## src/rtl/hps_io_sequencer.sv

```systemverilog
`default_nettype none
// ============================================================================
// Module  : hps_io_sequencer
// Brief   : HPS SPI word-channel frame sequencer: command capture, data-word
//           numbering, client arbitration and reply-word muxing.
// Revision: 1.0 - initial release
// ============================================================================
module hps_io_sequencer #(
    parameter int NUM_CLIENTS = 4,
    parameter int IDX_W       = 16
) (
    input  logic                     sync_clk,
    input  logic                     reset,
    input  logic                     io_en,
    input  logic                     io_strobe,
    input  logic [15:0]              word_rx,
    output logic [15:0]              cmd,
    output logic                     cmd_start,
    output logic                     data_valid,
    output logic [15:0]              data_word,
    output logic [IDX_W-1:0]         data_idx,
    output logic                     frame_end,
    input  logic [NUM_CLIENTS-1:0]   client_req,
    output logic [NUM_CLIENTS-1:0]   client_sel,
    input  logic [16*NUM_CLIENTS-1:0] client_tx,
    output logic [15:0]              word_tx,
    output logic                     busy
);

    typedef enum logic [1:0] {
        ST_IDLE     = 2'd0,
        ST_WAIT_CMD = 2'd1,
        ST_CLAIM    = 2'd2,
        ST_DATA     = 2'd3
    } state_t;

    state_t           r_state;
    logic             r_io_en_d;
    logic [IDX_W-1:0] r_cnt;

    logic                   w_rise;
    logic                   w_fall;
    logic                   w_strobe;
    logic                   w_accept;
    logic [NUM_CLIENTS-1:0] w_first_req;
    logic [15:0]            w_owner_tx;

    assign w_rise   = io_en & ~r_io_en_d;
    assign w_fall   = ~io_en & r_io_en_d;
    // A strobe coinciding with the falling edge belongs to no frame.
    assign w_strobe = io_strobe & io_en;
    assign w_accept = w_strobe & ~w_fall &
                      ((r_state == ST_CLAIM) || (r_state == ST_DATA));
    assign busy     = (r_state != ST_IDLE);

    always_comb begin
        w_first_req = '0;
        for (int i = NUM_CLIENTS - 1; i >= 0; i--) begin
            if (client_req[i]) begin
                w_first_req    = '0;
                w_first_req[i] = 1'b1;
            end
        end
    end

    always_comb begin
        w_owner_tx = '0;
        for (int i = 0; i < NUM_CLIENTS; i++) begin
            if (client_sel[i]) begin
                w_owner_tx = w_owner_tx | client_tx[16*i +: 16];
            end
        end
    end

    always_ff @(posedge sync_clk) begin
        if (reset) begin
            r_state    <= ST_IDLE;
            r_io_en_d  <= 1'b0;
            r_cnt      <= '0;
            cmd        <= '0;
            cmd_start  <= 1'b0;
            data_valid <= 1'b0;
            data_word  <= '0;
            data_idx   <= '0;
            frame_end  <= 1'b0;
            client_sel <= '0;
            word_tx    <= '0;
        end else begin
            r_io_en_d  <= io_en;
            cmd_start  <= 1'b0;
            data_valid <= 1'b0;
            frame_end  <= 1'b0;
            word_tx    <= '0;

            case (r_state)
                ST_IDLE: begin
                    if (w_rise) begin
                        r_state <= ST_WAIT_CMD;
                        r_cnt   <= '0;
                    end
                end
                ST_WAIT_CMD: begin
                    if (w_fall) begin
                        r_state    <= ST_IDLE;
                        frame_end  <= 1'b1;
                        client_sel <= '0;
                    end else if (w_strobe) begin
                        r_state   <= ST_CLAIM;
                        cmd       <= word_rx;
                        cmd_start <= 1'b1;
                    end
                end
                ST_CLAIM: begin
                    if (w_fall) begin
                        r_state    <= ST_IDLE;
                        frame_end  <= 1'b1;
                        client_sel <= '0;
                    end else begin
                        r_state    <= ST_DATA;
                        client_sel <= w_first_req;
                    end
                end
                ST_DATA: begin
                    if (w_fall) begin
                        r_state    <= ST_IDLE;
                        frame_end  <= 1'b1;
                        client_sel <= '0;
                    end else if (client_sel != '0) begin
                        word_tx <= w_owner_tx;
                    end
                end
                default: r_state <= ST_IDLE;
            endcase

            if (w_accept) begin
                data_valid <= 1'b1;
                data_word  <= word_rx;
                data_idx   <= r_cnt;
                if (r_cnt != {IDX_W{1'b1}}) begin
                    r_cnt <= r_cnt + 1'b1;
                end
            end
        end
    end

endmodule
`default_nettype wire
```

## config.mk

```make
export PLATFORM = sky130hd
export DESIGN_NAME = hps_io_sequencer
export DESIGN_NICKNAME = d
export VERILOG_FILES = /design/src/rtl/hps_io_sequencer.sv
export SDC_FILE = /design/constraint.sdc
export NUM_CORES = 1
export LEC_CHECK = 0
export ABC_AREA = 1
export BUFFER_PORTS_ARGS = -buffer_cell sky130_fd_sc_hd__buf_2
export CORE_ASPECT_RATIO = 1.5
export CORE_UTILIZATION = 45
export DETAILED_ROUTE_END_ITERATION = 10
export PLACE_DENSITY = 0.85
export SYNTH_ARGS = -nofsm -noshare
export SYNTH_HDL_FRONTEND = slang
export SYNTH_SLANG_ARGS = --single-unit
```

## constraint.sdc

```tcl
create_clock -name sync_clk -period 1.54 [get_ports sync_clk]
set_clock_uncertainty 0.05 [all_clocks]
set_input_delay 0.308 -clock sync_clk [delete_from_list [all_inputs] [get_ports sync_clk]]
set_output_delay 0.308 -clock sync_clk [all_outputs]
set_load 0.02 [all_outputs]
```

==> flow_results.org, run 1 <==
** Clocking
- TritonCTS sink count :: 90
- Maximum clock path buffer count :: 2
- Worst-Skew Late Latency :: 0.33 ns
- Buffers inserted during clock tree synthesis total 9.
- Clock edge transition at the registers on the reported setup and hold paths :: 0.06 ns
- TritonCTS clock tree :: built
- Clock root buffer :: sky130_fd_sc_hd__clkbuf_16
- CTS H-Tree Depth :: 3
- Count of hold buffers inserted by post-cts repair :: 0

** Cells and area
- The post-route netlist has 34.1% of its cells at a drive strength greater than 1.
- Net count of the finished layout :: 795
- # diodes :: 0
- Fill cell instance count of the final layout :: 731
- Relative to the synthesized area, the layout overhead comes to 36.8%.
- Final Instance Count excl. Fillers :: 813
- Once layout is done, the placed cells without fillers occupy 0.00527 mm².
- Measured on the finished design, the core utilization comes to 63.0%.

** Synthesis
- For this run, the number of Yosys warnings is 0.
- #FFs+latches synth :: 90
- For this run, the leading register cell type out of synthesis is sky130_fd_sc_hd__dfxtp_1.
- Count of mapped cells out of synthesis :: 533
- Biggest area consumer among synthesized cells :: sky130_fd_sc_hd__dfxtp_1
- Post-synthesis cell type count :: 33
- Yosys mapped a number of flops with a built-in enable equal to 0.
- Mean post-synth cell area :: 7.22 µm²
- Sequential-to-total area share from yosys stat :: 46.8%
- Mapped Nets :: 622
- By count the netlist is led by sky130_fd_sc_hd__nand2_1 (126), sky130_fd_sc_hd__nor2_1 (115), sky130_fd_sc_hd__dfxtp_1 (90), sky130_fd_sc_hd__o21ai_0 (43), sky130_fd_sc_hd__a21oi_1 (24).
- Most repeated cell in the gate-level netlist after synthesis :: sky130_fd_sc_hd__nand2_1
- Cell area after technology mapping :: 0.00385 mm²
- After synthesis, the share of flip-flops with an asynchronous set or reset is 0%.
- Ranked by total cell area, the synthesized netlist is headed by sky130_fd_sc_hd__dfxtp_1 (47%), sky130_fd_sc_hd__nand2_1 (12%), sky130_fd_sc_hd__nor2_1 (11%), sky130_fd_sc_hd__o21ai_0 (5.6%), sky130_fd_sc_hd__a41oi_1 (3.6%).
- The top cell type by area accounts for 46.8% of the synthesized area.

** Flow run
- Across the run, the number of max-cap violations was 0.

** Timing
- The worst pin sits at a relative slew slack of 78.1%.
- The number of max-slew violations in the final report was 0.
- Fin crit share :: 101%
- Setup violations remaining at the end of the flow were counted as 1.
- Setup repair after global routing could not meet its margin everywhere.
- Worst Tran Pin Value :: 0.327 ns
- Subtracting the final worst setup slack from the clock period gives 1.56 ns.
- Total count of hold-check failures in the final report :: 0
- Based on the critical path, the design can be clocked at up to 642 MHz.
- Final critical-path setup slack :: -0.0170 ns

** Critical path
- In this run the critical register-to-register path is launched from r_cnt[1].
- Critical path required time :: 1.70 ns
- Reg-to-reg slack, setup :: -0.02 ns
- By startpoint and endpoint, the worst setup path is classified as reg -> reg.
- STA classifies the critical path endpoint as a register.
- STA classifies the critical path startpoint as a register.
- Crit-path cells :: buf_4, nand2_1, nor2_2, nand2_2, nor2_4, nand2_1, nor3b_1, nor2_1
- Origin of the worst setup path :: r_cnt[1]
- Cells on worst reg2reg path :: 8
- For the worst setup path, the data arrival time is 1.72 ns.
- Of all nets on the critical path, the largest fanout is 5.
- Most prevalent standard cell on the critical path :: sky130_fd_sc_hd__nand2_1
- In this run the critical register-to-register path is captured at r_cnt[11].
- Stage delay of the slowest cell on the critical path :: 0.36 ns
- Library cell contributing the largest single delay on the critical path :: sky130_fd_sc_hd__dfxtp_2

** Placement
- Number of buffer cells added on primary ports :: 159
- The number of placed instances, taps included, is 795.
- Placed instance area :: 0.00487 mm²
- The congestion estimate from routability-driven global placement came to 0.843.
- OpenSTA, run right after detailed placement, puts the worst setup slack at -0.0301 ns.
- HPWL Detailed :: 7930 µm

** Die
- Area of the placeable core :: 0.00836 mm²
- Number of ports placed on the die boundary :: 160
- From bottom edge to top edge, the die measures 115 µm.
- Effective utilization at floorplan :: 46.0%
- Std cell rows :: 41
- Die ar. :: 0.00894 mm²
- In this run the horizontal extent of the chip is 77.5 µm.

** Detailed routing
- Final routed DRC violation total :: 0
- Once detail routing completed, the nets flagged for antenna violations numbered 0.
- The detailed router placed 4283 vias in this run.
- The detailed router finished its first iteration with 377 violations.
- In the routed layout, each cell is associated on average with a via count of 5.27.
- Total Routed Length :: 11100 µm
- Detailed-router iteration count before antenna repair :: 5
- Average wire per cell in the routed design :: 13.7 µm

** Hold path
- For hold timing, the worst endpoint is data_word[13].
- The worst hold path belongs to the class in -> reg.
- The worst hold path was traced through 3 stages.
- HP Start :: word_rx[13]

** Power
- VDD sags by at most 0.802 mV.
- Total power for the finished layout comes to 4.89 mW.
- For this design the ratio of total power to cell area is 928 mW/mm².
- Reported leakage power :: 2.33 nW

** Global routing
- Global routing finished with a remaining overflow of 0.
- Vias in the first global route :: 4032
- Pin count of the biggest net entering global routing :: 32
- Wire length of the first global-routing pass :: 17200 µm
- Number of antenna violations at the first check in global routing :: 0
- Total GRT Usage :: 24.2%

** Run status
- Violations in the final reports :: setup timing
- Outcome :: finished with violations
-- final cells by class --
cell class              count  area, µm²  share of cell area [%]
clock buffers              10        229                    4.35
clock inverters             1       7.51                   0.143
well taps                 107        134                    2.54
multi-input cells         384       1860                    35.4
flip-flops and latches     90       1810                    34.3
inverters                  29        109                    2.07
repair buffers            192       1120                    21.2
-- what timing repair did --
action,4_1_cts,5_1_grt
gates resized for setup,4,16
cloned,0,3
setup buffers,0,4
endpoints found under the setup margin,7,17
pin swaps,0,3
-- logic make-up (layout without fill, tap and decap cells) --
kind of cell	count (synthesis)	count (layout)	synth area share, %
AND/OR/NAND/NOR	278	279	29.9
AO/OA/AOI/OAI	103	103	16.0
buffers and inverters	60	232	6.82
adder cells (fa/ha/maj)	1	1	0.325
flip-flops	90	90	46.8
XOR/XNOR	1	1	0.228
-- layer usage --
layer | share of wire [%] | global-route usage (%) | vias to the layer above
met5 | 0 | 0 | -
li1 | - | - | 2075
met3 | 6.9 | 5.56 | 52
met2 | 52 | 45.8 | 209
met4 | 4.6 | 16.5 | 0
met1 | 36 | 23.0 | 1947
-- cell usage in the layout (no fill, tap or decap), drive strengths merged, types with 2 or more instances in the layout --
cell type,instances
nand2,132
buf,190
nand3,13
clkbuf,12
nor2,122
a41oi,16
o21ai,48
inv,29
nand4,7
a22oi,9
a21oi,26
nor3,2
dfxtp,90
-- per-stage QoR --
| stage | hold slack, ns | TNS (ns) |
|---|---|---|
| 2_1_floorplan | 0.383 | 0 |
| 3_3_place_gp | 0.399 | 0 |
| 3_5_place_dp | 0.400 | -0.0868 |
| 4_1_cts | 0.151 | 0 |
| 5_1_grt | 0.174 | -0.514 |
| 6_report | 0.164 | -0.0170 |
-- power by group --
part | switching (mW) | internal, mW
sequential | 0.0387 | 2.40
combinational | 0.374 | 0.235
clock | 0.797 | 1.05
-- worst max path at each step --
stage,endpoint
6_report,r_cnt[11]
4_1_cts,r_cnt[0]
3_3_place_gp,r_cnt[11]
5_1_grt,r_cnt[11]
3_5_place_dp,r_cnt[12]
2_1_floorplan,r_cnt[11]
-- state kept, by name (all words and copies together), names as in the netlist --
signal / flops
word_tx: 16
r_io_en_d: 1
r_cnt: 16
data_valid: 1
client_sel: 4
data_word: 16
r_state: 2
cmd: 16
data_idx: 16
cmd_start: 1
frame_end: 1
-- critical path, delay by kind of cell (launching register included) --
kind	cells	cell delay (ns)
buffers and inverters	1	0.12
AND/OR/NAND/NOR	7	0.92
flip-flops	1	0.36
Note: power is estimated with default switching activity, not from simulation.
==> run 2, diff against run 1 <==
--- a/config.mk
+++ b/config.mk
@@ -5,12 +5,14 @@
 export SDC_FILE = /design/constraint.sdc
 export NUM_CORES = 1
 export LEC_CHECK = 0
-export ABC_AREA = 1
 export BUFFER_PORTS_ARGS = -buffer_cell sky130_fd_sc_hd__buf_2
+export CELL_PAD_IN_SITES_DETAIL_PLACEMENT = 0
+export CELL_PAD_IN_SITES_GLOBAL_PLACEMENT = 1
 export CORE_ASPECT_RATIO = 1.5
-export CORE_UTILIZATION = 45
+export CORE_UTILIZATION = 33
 export DETAILED_ROUTE_END_ITERATION = 10
-export PLACE_DENSITY = 0.85
+export PLACE_DENSITY = 0.87
+export SLEW_MARGIN = 30
 export SYNTH_ARGS = -nofsm -noshare
 export SYNTH_HDL_FRONTEND = slang
 export SYNTH_SLANG_ARGS = --single-unit
==> run 2 against run 1 <==
Effect of this change: the flow still finishes with violations (setup timing); die area increased by 29%; cell count shrank 2.8%; global-route usage shrank 4.4 points; clock-buffer cell count increased by 1; synthesized cell count down 18%; non-clock buffer count rose by 37; largest cell class unchanged.
==> flow_results.org, run 2 <==
** Run status
- Outcome :: finished with violations (unchanged)
- Violations in the final reports: setup timing (unchanged).

** Synthesis
- Flip-flop cell with the highest count after synthesis :: sky130_fd_sc_hd__dfxtp_1 (unchanged)
- The largest area contributor in the netlist is sky130_fd_sc_hd__dfxtp_1 (unchanged).
- The number of enable-type register cells in the synthesized netlist came to 0 (unchanged).
- Post-synth top area share :: 49.1% (was 46.8%)
- The synthesized area per cell is 8.43 µm² (was 7.22 µm²).
- The most used standard cell by instance count after synthesis was sky130_fd_sc_hd__nand2_1 (unchanged).
- The portion of netlist area occupied by mux cells was 0.546% (was 0%).
- The share of synthesized cell area in full adder, half adder and majority cells came to 0.341% (was 0.325%).
- Top cells by area in the synthesized netlist: sky130_fd_sc_hd__dfxtp_1 (49%), sky130_fd_sc_hd__nand2_1 (11%), sky130_fd_sc_hd__a21oi_1 (9.0%), sky130_fd_sc_hd__a22oi_1 (6.6%), sky130_fd_sc_hd__a21oi_2 (2.6%) (was sky130_fd_sc_hd__dfxtp_1 (47%), sky130_fd_sc_hd__nand2_1 (12%), sky130_fd_sc_hd__nor2_1 (11%), sky130_fd_sc_hd__o21ai_0 (5.6%), sky130_fd_sc_hd__a41oi_1 (3.6%)).
- The post-synthesis share of cell area spent on and, or, nand and nor gates is 21.5% (was 29.9%).
- Top post-synthesis cells by count: sky130_fd_sc_hd__nand2_1 (107), sky130_fd_sc_hd__dfxtp_1 (90), sky130_fd_sc_hd__a21oi_1 (66), sky130_fd_sc_hd__a22oi_1 (32), sky130_fd_sc_hd__clkbuf_1 (19) (was sky130_fd_sc_hd__nand2_1 (126), sky130_fd_sc_hd__nor2_1 (115), sky130_fd_sc_hd__dfxtp_1 (90), sky130_fd_sc_hd__o21ai_0 (43), sky130_fd_sc_hd__a21oi_1 (24)).
- Sequential-to-total area share from yosys stat :: 49.1% (was 46.8%)
- The post-synthesis compound-gate area fraction came to 22.4% (was 16.0%).
- The area share of xor/xnor cells in the synthesized design came to 1.43% (was 0.227%).
- The fraction of registers with async set or reset after synthesis was 0% (unchanged).
- The synthesized net count came to 524 (was 622).
- The total of flip-flops plus latches after synthesis came to 90 (unchanged).
- Cell area after technology mapping :: 0.00367 mm² (was 0.00385 mm²)
- Combinational family with the most area after synthesis :: compound AO/OA/AOI/OAI gates (was simple AND/OR/NAND/NOR gates)
- Post-synthesis cell type count :: 43 (was 33)
- Number of warning messages in the yosys log :: 0 (unchanged)
- Count of mapped cells out of synthesis :: 435 (was 533)

** Power
- PnR Total Power :: 5.04 mW (was 4.89 mW)
- The leakage power total was 2.36 nW (was 2.33 nW).
- The highest ir drop seen on vdd came to 0.547 mV (was 0.802 mV).
- Power per Cell Area :: 904 mW/mm² (was 928 mW/mm²)

** Critical path
- Critical path startpoint category :: register (unchanged)
- Crit-path cells :: buf_4, or2_4, buf_6 (was buf_4, nand2_1, nor2_2, nand2_2, nor2_4, nand2_1, nor3b_1, nor2_1)
- Critical Path Sink Type :: primary output (was register)
- Critical Setup Path Class :: reg -> out (was reg -> reg)
- Library cell contributing the largest single delay on the critical path :: sky130_fd_sc_hd__dfxtp_1 (was sky130_fd_sc_hd__dfxtp_2)
- The largest stage delay on the critical path is 0.35 ns (was 0.36 ns).
- The data arrival time of the critical path came to 1.25 ns (was 1.72 ns).
- Maximum fanout encountered on the critical timing path :: 8 (was 5)
- The required time of the worst setup path came to 1.18 ns (was 1.70 ns).

** Detailed routing
- Overall via count from detail_route :: 3966 (was 4283)
- The number of vias per cell was 5.02 (was 5.27).
- Iteration-0 DRC Markers :: 135 (was 377)
- Detailed-router iteration count before antenna repair :: 8 (was 5)
- Post-detailed-route count of antenna-violating nets :: 0 (unchanged)
- Total Routed Length :: 11700 µm (was 11100 µm)
- The post-route DRC violation count is 0 (unchanged).
- The average wire length per cell after detail routing came to 14.7 µm (was 13.7 µm).

** Cells and area
- Most frequent standard cell in the layout excluding fill and tap cells :: sky130_fd_sc_hd__buf_2 (unchanged)
- Final Core Density :: 52.1% (was 63.0%)
- Highest-count cells in the layout ignoring fill and taps: sky130_fd_sc_hd__buf_2 (158), sky130_fd_sc_hd__nand2_1 (106), sky130_fd_sc_hd__dfxtp_1 (76), sky130_fd_sc_hd__a21oi_1 (62), sky130_fd_sc_hd__buf_4 (62) (was sky130_fd_sc_hd__buf_2 (159), sky130_fd_sc_hd__nand2_1 (125), sky130_fd_sc_hd__nor2_1 (112), sky130_fd_sc_hd__dfxtp_1 (84), sky130_fd_sc_hd__o21ai_0 (43)).
- # diodes :: 0 (unchanged)
- The post-layout net count is 730 (was 795).
- The area added between synthesis and finish is 52.1% (was 36.8%).
- Fill cell instance count of the final layout :: 1013 (was 731)
- The share of final-layout standard cells stronger than drive strength 1 came to 46.4% (was 34.1%).
- Final std cell area, no fill :: 0.00558 mm² (was 0.00527 mm²)

** Die
- Die Ht :: 131 µm (was 115 µm)
- Effective utilization at floorplan :: 34.3% (was 46.0%)
- The top-level port count came to 160 (unchanged).
- The placement row count was 46 (was 41).
- Die span in x :: 88.1 µm (was 77.5 µm)
- Area of the placeable core :: 0.0107 mm² (was 0.00836 mm²)
- Die ar. :: 0.0115 mm² (was 0.00894 mm²)

** Timing
- The final setup TNS was -0.0757 ns (was -0.0170 ns).
- The post-route minimum period is 1.61 ns (was 1.56 ns).
- Total count of hold-check failures in the final report :: 0 (unchanged)
- Fin crit share :: 105% (was 101%)
- RSZ-0062 raised after global routing: true (unchanged).
- Pins over their slew limit :: 0 (unchanged)
- The slew at the pin closest to its max-slew limit is 0.369 ns (was 0.327 ns).
- Highest attainable clock frequency :: 621 MHz (was 642 MHz)
- Slew margin rel. :: 75.4% (was 78.1%)
- Final setup viols :: 2 (was 1)
- Final critical-path setup slack :: -0.0698 ns (was -0.0170 ns)

** Clocking
- Clock root buffer :: sky130_fd_sc_hd__clkbuf_16 (unchanged)
- The clock tree from TritonCTS is built (unchanged).
- The total CTS buffers was 9 (unchanged).
- CTS H-Tree Depth :: 3 (unchanged)
- TritonCTS sink count :: 90 (unchanged)
- The maximum count of clock buffers along a single path is 2 (unchanged).
- The clock transition at the registers of the reported paths came to 0.06 ns (about the same).
- The count of hold-fix buffers inserted at cts was 0 (unchanged).
- Worst-Skew Late Latency :: 0.34 ns (was 0.33 ns)

** Placement
- Weighted congestion reported at the end of routability-driven placement :: 0.852 (was 0.843)
- Number of buffer cells added on primary ports :: 159 (unchanged)
- The total cell area at the placement stage is 0.00502 mm² (was 0.00487 mm²).
- The final HPWL from detailed placement is 8320 µm (was 7930 µm).

** Global routing
- The number of antenna violations at the first check in global routing came to 0 (unchanged).
- Total GRT Usage :: 19.9% (was 24.2%)
- Wire length of the first global-routing pass :: 17900 µm (was 17200 µm)
- Vias in the first global route :: 3774 (was 4032)
- The total congestion overflow was 0 (unchanged).
- Pin count of the biggest net entering global routing :: 26 (was 32)

** Flow run
- Max cap viols :: 0 (unchanged)

** Hold path
- The worst hold-check path type is in -> reg (unchanged).
[run 2: changes by cell type after synthesis, sizes merged, moves of 4 or more]
| cell | change |
|---|---|
| a22oi | +23 |
| xor2 | +5 |
| o21ai | -46 |
| a21oi | +51 |
| nor2 | -114 |
| a41oi | -16 |
| nor4 | +6 |
| inv | -22 |
| clkbuf | +4 |
| nand2 | -23 |
[run 2: per-layer routing]
metal	GRT usage (%)	vias up	routed length [µm]
met5	0	-	0
met4	7.71	0	272
met3	4.77	22	809
met2	36.4	169	6170
met1	21.2	1831	4400
li1	-	1944	-
[run 2: report_power, final]
part	switching [mW]	internal, mW
sequential	0.0127	2.35
clock	0.899	1.42
combinational	0.189	0.174
[run 2: final timing paths]
check / slack, ns / cells past startpoint / start / end
worst min-delay path: 0.16 / 3 / word_rx[1] / cmd[1]
worst max-delay path: -0.07 / 3 / r_state[0] / busy
worst max register to register: -0.01 / 5 / r_state[1] / r_cnt[9]
worst min register to register: 0.40 / 2 / cmd[6] / cmd[6]
[run 2: kinds of logic (layout without fill, tap and decap cells)]
| family | Yosys count | after routing |
|---|---|---|
| buffers and inverters | 41 | 252 |
| and+or+nand+nor | 167 | 167 |
| DFF | 90 | 90 |
| adders and majority gates | 1 | 1 |
| AOI/OAI and AO/OA | 128 | 128 |
| muxes | 2 | 2 |
| xor gates and xnor gates | 6 | 6 |
[run 2: timing repair]
item                       in CTS  in global routing
setup buffers                   4                  4
resized for setup              28                 22
setup endpoints to repair      32                 36
pin swaps                       6                  9
[run 2: cell type report]
cell class | instances | area, µm² | share of cell area, %
Multi-Input combinational cell | 304 | 1850 | 33.2
Sequential cell | 90 | 1820 | 32.7
Timing Repair Buffer | 229 | 1390 | 24.9
Clock buffer | 11 | 233 | 4.17
Tap cell | 144 | 180 | 3.23
Clock inverter | 5 | 78.8 | 1.41
Inverter | 7 | 26.3 | 0.471
[run 2: critical path, delay by kind of cell (launching register included)]
kind | cells | cell delay, ns
buffers and inverters | 2 | 0.31
and+or+nand+nor | 1 | 0.25
DFF | 1 | 0.35
[run 2: through the flow]
stage / setup WS [ns] / std cells / hold slack, ns
2_1_floorplan: -0.0180 / 435 / 0.386
3_3_place_gp: -0.0934 / 767 / 0.392
3_5_place_dp: -0.0974 / 767 / 0.397
4_1_cts: -0.0979 / 787 / 0.158
5_1_grt: -0.103 / 790 / 0.168
6_report: -0.0698 / 790 / 0.164
==> run 3, diff against run 2 <==
==> constraint.sdc (replaced) <==
create_clock -name sync_clk -period 1.7 [get_ports sync_clk]
set_clock_uncertainty 0.05 [all_clocks]
set_input_delay 0.34 -clock sync_clk [delete_from_list [all_inputs] [get_ports sync_clk]]
set_output_delay 0.34 -clock sync_clk [all_outputs]
set_load 0.02 [all_outputs]
==> run 3 against run 2 <==
Effect of this change: the flow now finishes without violations; clock power decreased by 19%; flip-flop and latch count stayed put; non-clock buffer count decreased by 30; die area stayed put; largest power group unchanged.
==> flow_results.org, run 3 (synthesis gave the netlist of run 2 again) <==
** Placement
- Number of buffer cells added on primary ports :: 159 (unchanged)
- The worst setup slack before clock tree synthesis is -0.0456 ns (was -0.0974 ns).
- The final weighted congestion in routability-driven placement was 0.876 (was 0.852).
- The total cell area at the placement stage is 0.00480 mm² (was 0.00502 mm²).
- HPWL Detailed :: 8300 µm (was 8320 µm)

** Critical path
- Critical Path Sink Type :: register (was primary output)
- Worst endpoint data arrival time :: 1.88 ns (was 1.25 ns)
- Critical path required time :: 1.94 ns (was 1.18 ns)
- The worst reg-to-reg path cell count is 5 (unchanged).
- The largest fanout on the critical path was 6 (was 8).
- Critical Setup Path Class :: reg -> reg (was reg -> out)
- Critical path startpoint category :: register (unchanged)

** Power
- The power share of the combinational group came to 7.0% (was 7.2%).
- Pint :: 3.30 mW (was 3.94 mW)
- The sequential power share is 49.7% (was 46.8%).
- The fraction of power consumed by the clock network was 43.3% (was 46.0%).
- The net switching fraction of the power was 23.3% (was 21.8%).
- The highest ir drop seen on vdd came to 0.399 mV (was 0.547 mV).
- Power per Cell Area :: 839 mW/mm² (was 904 mW/mm²)
- The leakage power total came to 2.15 nW (was 2.36 nW).
- Net switching power of the design :: 1.00 mW (was 1.10 mW)

** Timing
- Worst Tran Pin Value :: 0.410 ns (was 0.369 ns)
- Final critical-path setup slack :: 0.0610 ns (was -0.0698 ns)
- The final setup TNS was 0 ns (was -0.0757 ns).
- Pins over their slew limit :: 0 (unchanged)
- The worst slew margin relative to its limit is 72.4% (was 75.4%).
- Total count of hold-check failures in the final report :: 0 (unchanged)
- Highest attainable clock frequency :: 610 MHz
- Final setup viols :: 0 (was 2)
- Time the final worst path needs with I/O delays and setup :: 1.64 ns
- Of the available clock period, the critical path in the final layout requires 96.4%.
- RSZ-0062 raised after global routing :: true (unchanged)

** Detailed routing
- The met3 wire length is 685 µm (was 809 µm).
- The first-pass iteration count of the detailed router was 4 (was 8).
- The post-route DRC violation count was 0 (unchanged).
- The final wirelength is 10900 µm (was 11700 µm).
- The via count came to 3807 (was 3966).
- Uppermost layer routed :: met4 (unchanged)
- The average wire length per cell after detail routing is 14.4 µm (was 14.7 µm).
- Iteration-0 DRC Markers :: 145 (was 135)
- The met2 routed wirelength is 5860 µm (was 6170 µm).
- The number of vias per cell is 5.01 (was 5.02).
- Post-detailed-route count of antenna-violating nets :: 0 (unchanged)
- Sum of routed wire segments on met1 :: 3870 µm (was 4400 µm)

** Cells and area
- The layout filler cell count was 1059 (was 1013).
- The post-layout net count is 700 (was 730).
- The most common library cell in the layout ignoring fill and taps is sky130_fd_sc_hd__buf_2 (unchanged).
- The area of combinational cells with multiple inputs was 0.00174 mm² (was 0.00185 mm²).
- # diodes :: 0 (unchanged)
- The share of final-layout standard cells stronger than drive strength 1 was 40.1% (was 46.4%).
- Highest-count cells in the layout ignoring fill and taps: sky130_fd_sc_hd__buf_2 (158), sky130_fd_sc_hd__nand2_1 (107), sky130_fd_sc_hd__dfxtp_1 (83), sky130_fd_sc_hd__a21oi_1 (66), sky130_fd_sc_hd__buf_4 (41) (was sky130_fd_sc_hd__buf_2 (158), sky130_fd_sc_hd__nand2_1 (106), sky130_fd_sc_hd__dfxtp_1 (76), sky130_fd_sc_hd__a21oi_1 (62), sky130_fd_sc_hd__buf_4 (62)).
- Layout overhead on the synthesized area :: 40.0% (was 52.1%)
- The final standard cell area without fillers came to 0.00513 mm² (was 0.00558 mm²).
- The register area is 0.00181 mm² (was 0.00182 mm²).

** Hold path
- The worst hold path cell count was 3 (unchanged).
- Hold Crit Class :: in -> reg (unchanged)

** Die
- Die ar. :: 0.0115 mm² (unchanged)
- Std cell rows :: 46 (unchanged)
- The top-level port count came to 160 (unchanged).
- Die Ht :: 131 µm (unchanged)
- The core outline area is 0.0107 mm² (unchanged).
- Die span in x :: 88.1 µm (unchanged)
- Effective utilization at floorplan :: 34.3% (unchanged)

** Clocking
- The total CTS buffers came to 9 (unchanged).
- CTS H-Tree Depth :: 3 (unchanged)
- The number of sinks on the clock net is 90 (unchanged).
- The maximum count of clock buffers along a single path is 2 (unchanged).
- Clock root buffer :: sky130_fd_sc_hd__clkbuf_16 (unchanged)
- The clock tree from TritonCTS was built (unchanged).
- The clock insertion delay at the later pin of the skew report was 0.34 ns (about the same).
- The count of hold-fix buffers inserted at cts came to 0 (unchanged).
- The clock transition at the registers of the reported paths was 0.06 ns (about the same).

** Global routing
- Vias in the first global route :: 3631 (was 3774)
- The first-pass GRT wire length is 16700 µm (was 17900 µm).
- Overflow after GRT :: 0 (unchanged)
- The largest net degree at the start of global routing was 35 (was 26).
- Number of antenna violations at the first check in global routing :: 0 (unchanged)
- The overall global routing resource usage came to 18.6% (was 19.9%).

** Flow run
- Max cap viols :: 0 (unchanged)

** Run status
- Outcome :: finished clean (was finished with violations)
==> run 3: cell types whose count changed in the layout (fill, tap and decap cells not counted), moves of 3 or more <==
cell,before,now
sky130_fd_sc_hd__buf_4,62,41
sky130_fd_sc_hd__dfxtp_1,76,83
sky130_fd_sc_hd__dfxtp_2,13,7
sky130_fd_sc_hd__buf_6,5,0
sky130_fd_sc_hd__a21oi_1,62,66
sky130_fd_sc_hd__a21oi_2,14,10
sky130_fd_sc_hd__buf_12,3,0
sky130_fd_sc_hd__nor4_1,1,4
==> run 3: final cells by class <==
cell class,count,share of cell area [%]
inverters,7,0.512
flip-flops and latches,90,35.3
well taps,144,3.51
repair buffers,199,21.4
multi-input cells,304,33.8
clock inverters,5,0.755
clock buffers,11,4.73
==> run 3: final timing paths <==
check           startpoint             to  slack [ns]
max               r_cnt[0]       r_cnt[2]        0.06
min reg2reg  data_word[11]  data_word[11]        0.40
min             word_rx[0]         cmd[0]        0.19
max reg2reg       r_cnt[0]       r_cnt[2]        0.06
==> run 3: layer usage <==
| layer | vias to the layer above | track usage [%] |
|---|---|---|
| li1 | 1881 | - |
| met1 | 1743 | 16.8 |
| met2 | 143 | 36.0 |
| met3 | 40 | 3.39 |
| met4 | 0 | 11.8 |
| met5 | - | 0 |
==> run 3: critical path, stage by stage (launching register included) <==
cell	delay [ns]
sky130_fd_sc_hd__dfxtp_2	0.38
sky130_fd_sc_hd__ha_1	0.25
sky130_fd_sc_hd__nand3_1	0.11
sky130_fd_sc_hd__or4_4	0.45
sky130_fd_sc_hd__a21oi_4	0.19
sky130_fd_sc_hd__a22o_1	0.15
==> run 3: metrics by stage <==
step           power [mW]  instances  hold slack, ns  util (%)
6_report             4.31        760           0.187      48.0
5_1_grt              4.48        760           0.190      48.0
4_1_cts              4.36        760           0.179      47.5
3_5_place_dp         2.48        744           0.394      44.8
3_3_place_gp         2.48        744           0.390      44.8
2_1_floorplan        2.31        435           0.415         -
==> run 3: power groups by stage <==
stage	registers, mW	clock network (mW)	logic (mW)
global placement	2.19	0	0.294
floorplan	2.20	0	0.107
finish	2.14	1.87	0.302
detailed placement	2.19	0	0.296
CTS	2.14	1.92	0.300
global route	2.14	2.01	0.329
==> run 3: repair_timing <==
action,CTS,global route
endpoints found under the hold margin,0,0
cloned,0,0
pin swaps,0,1
gates resized for setup,4,16
buffers inserted,0,0
setup endpoints to repair,2,14
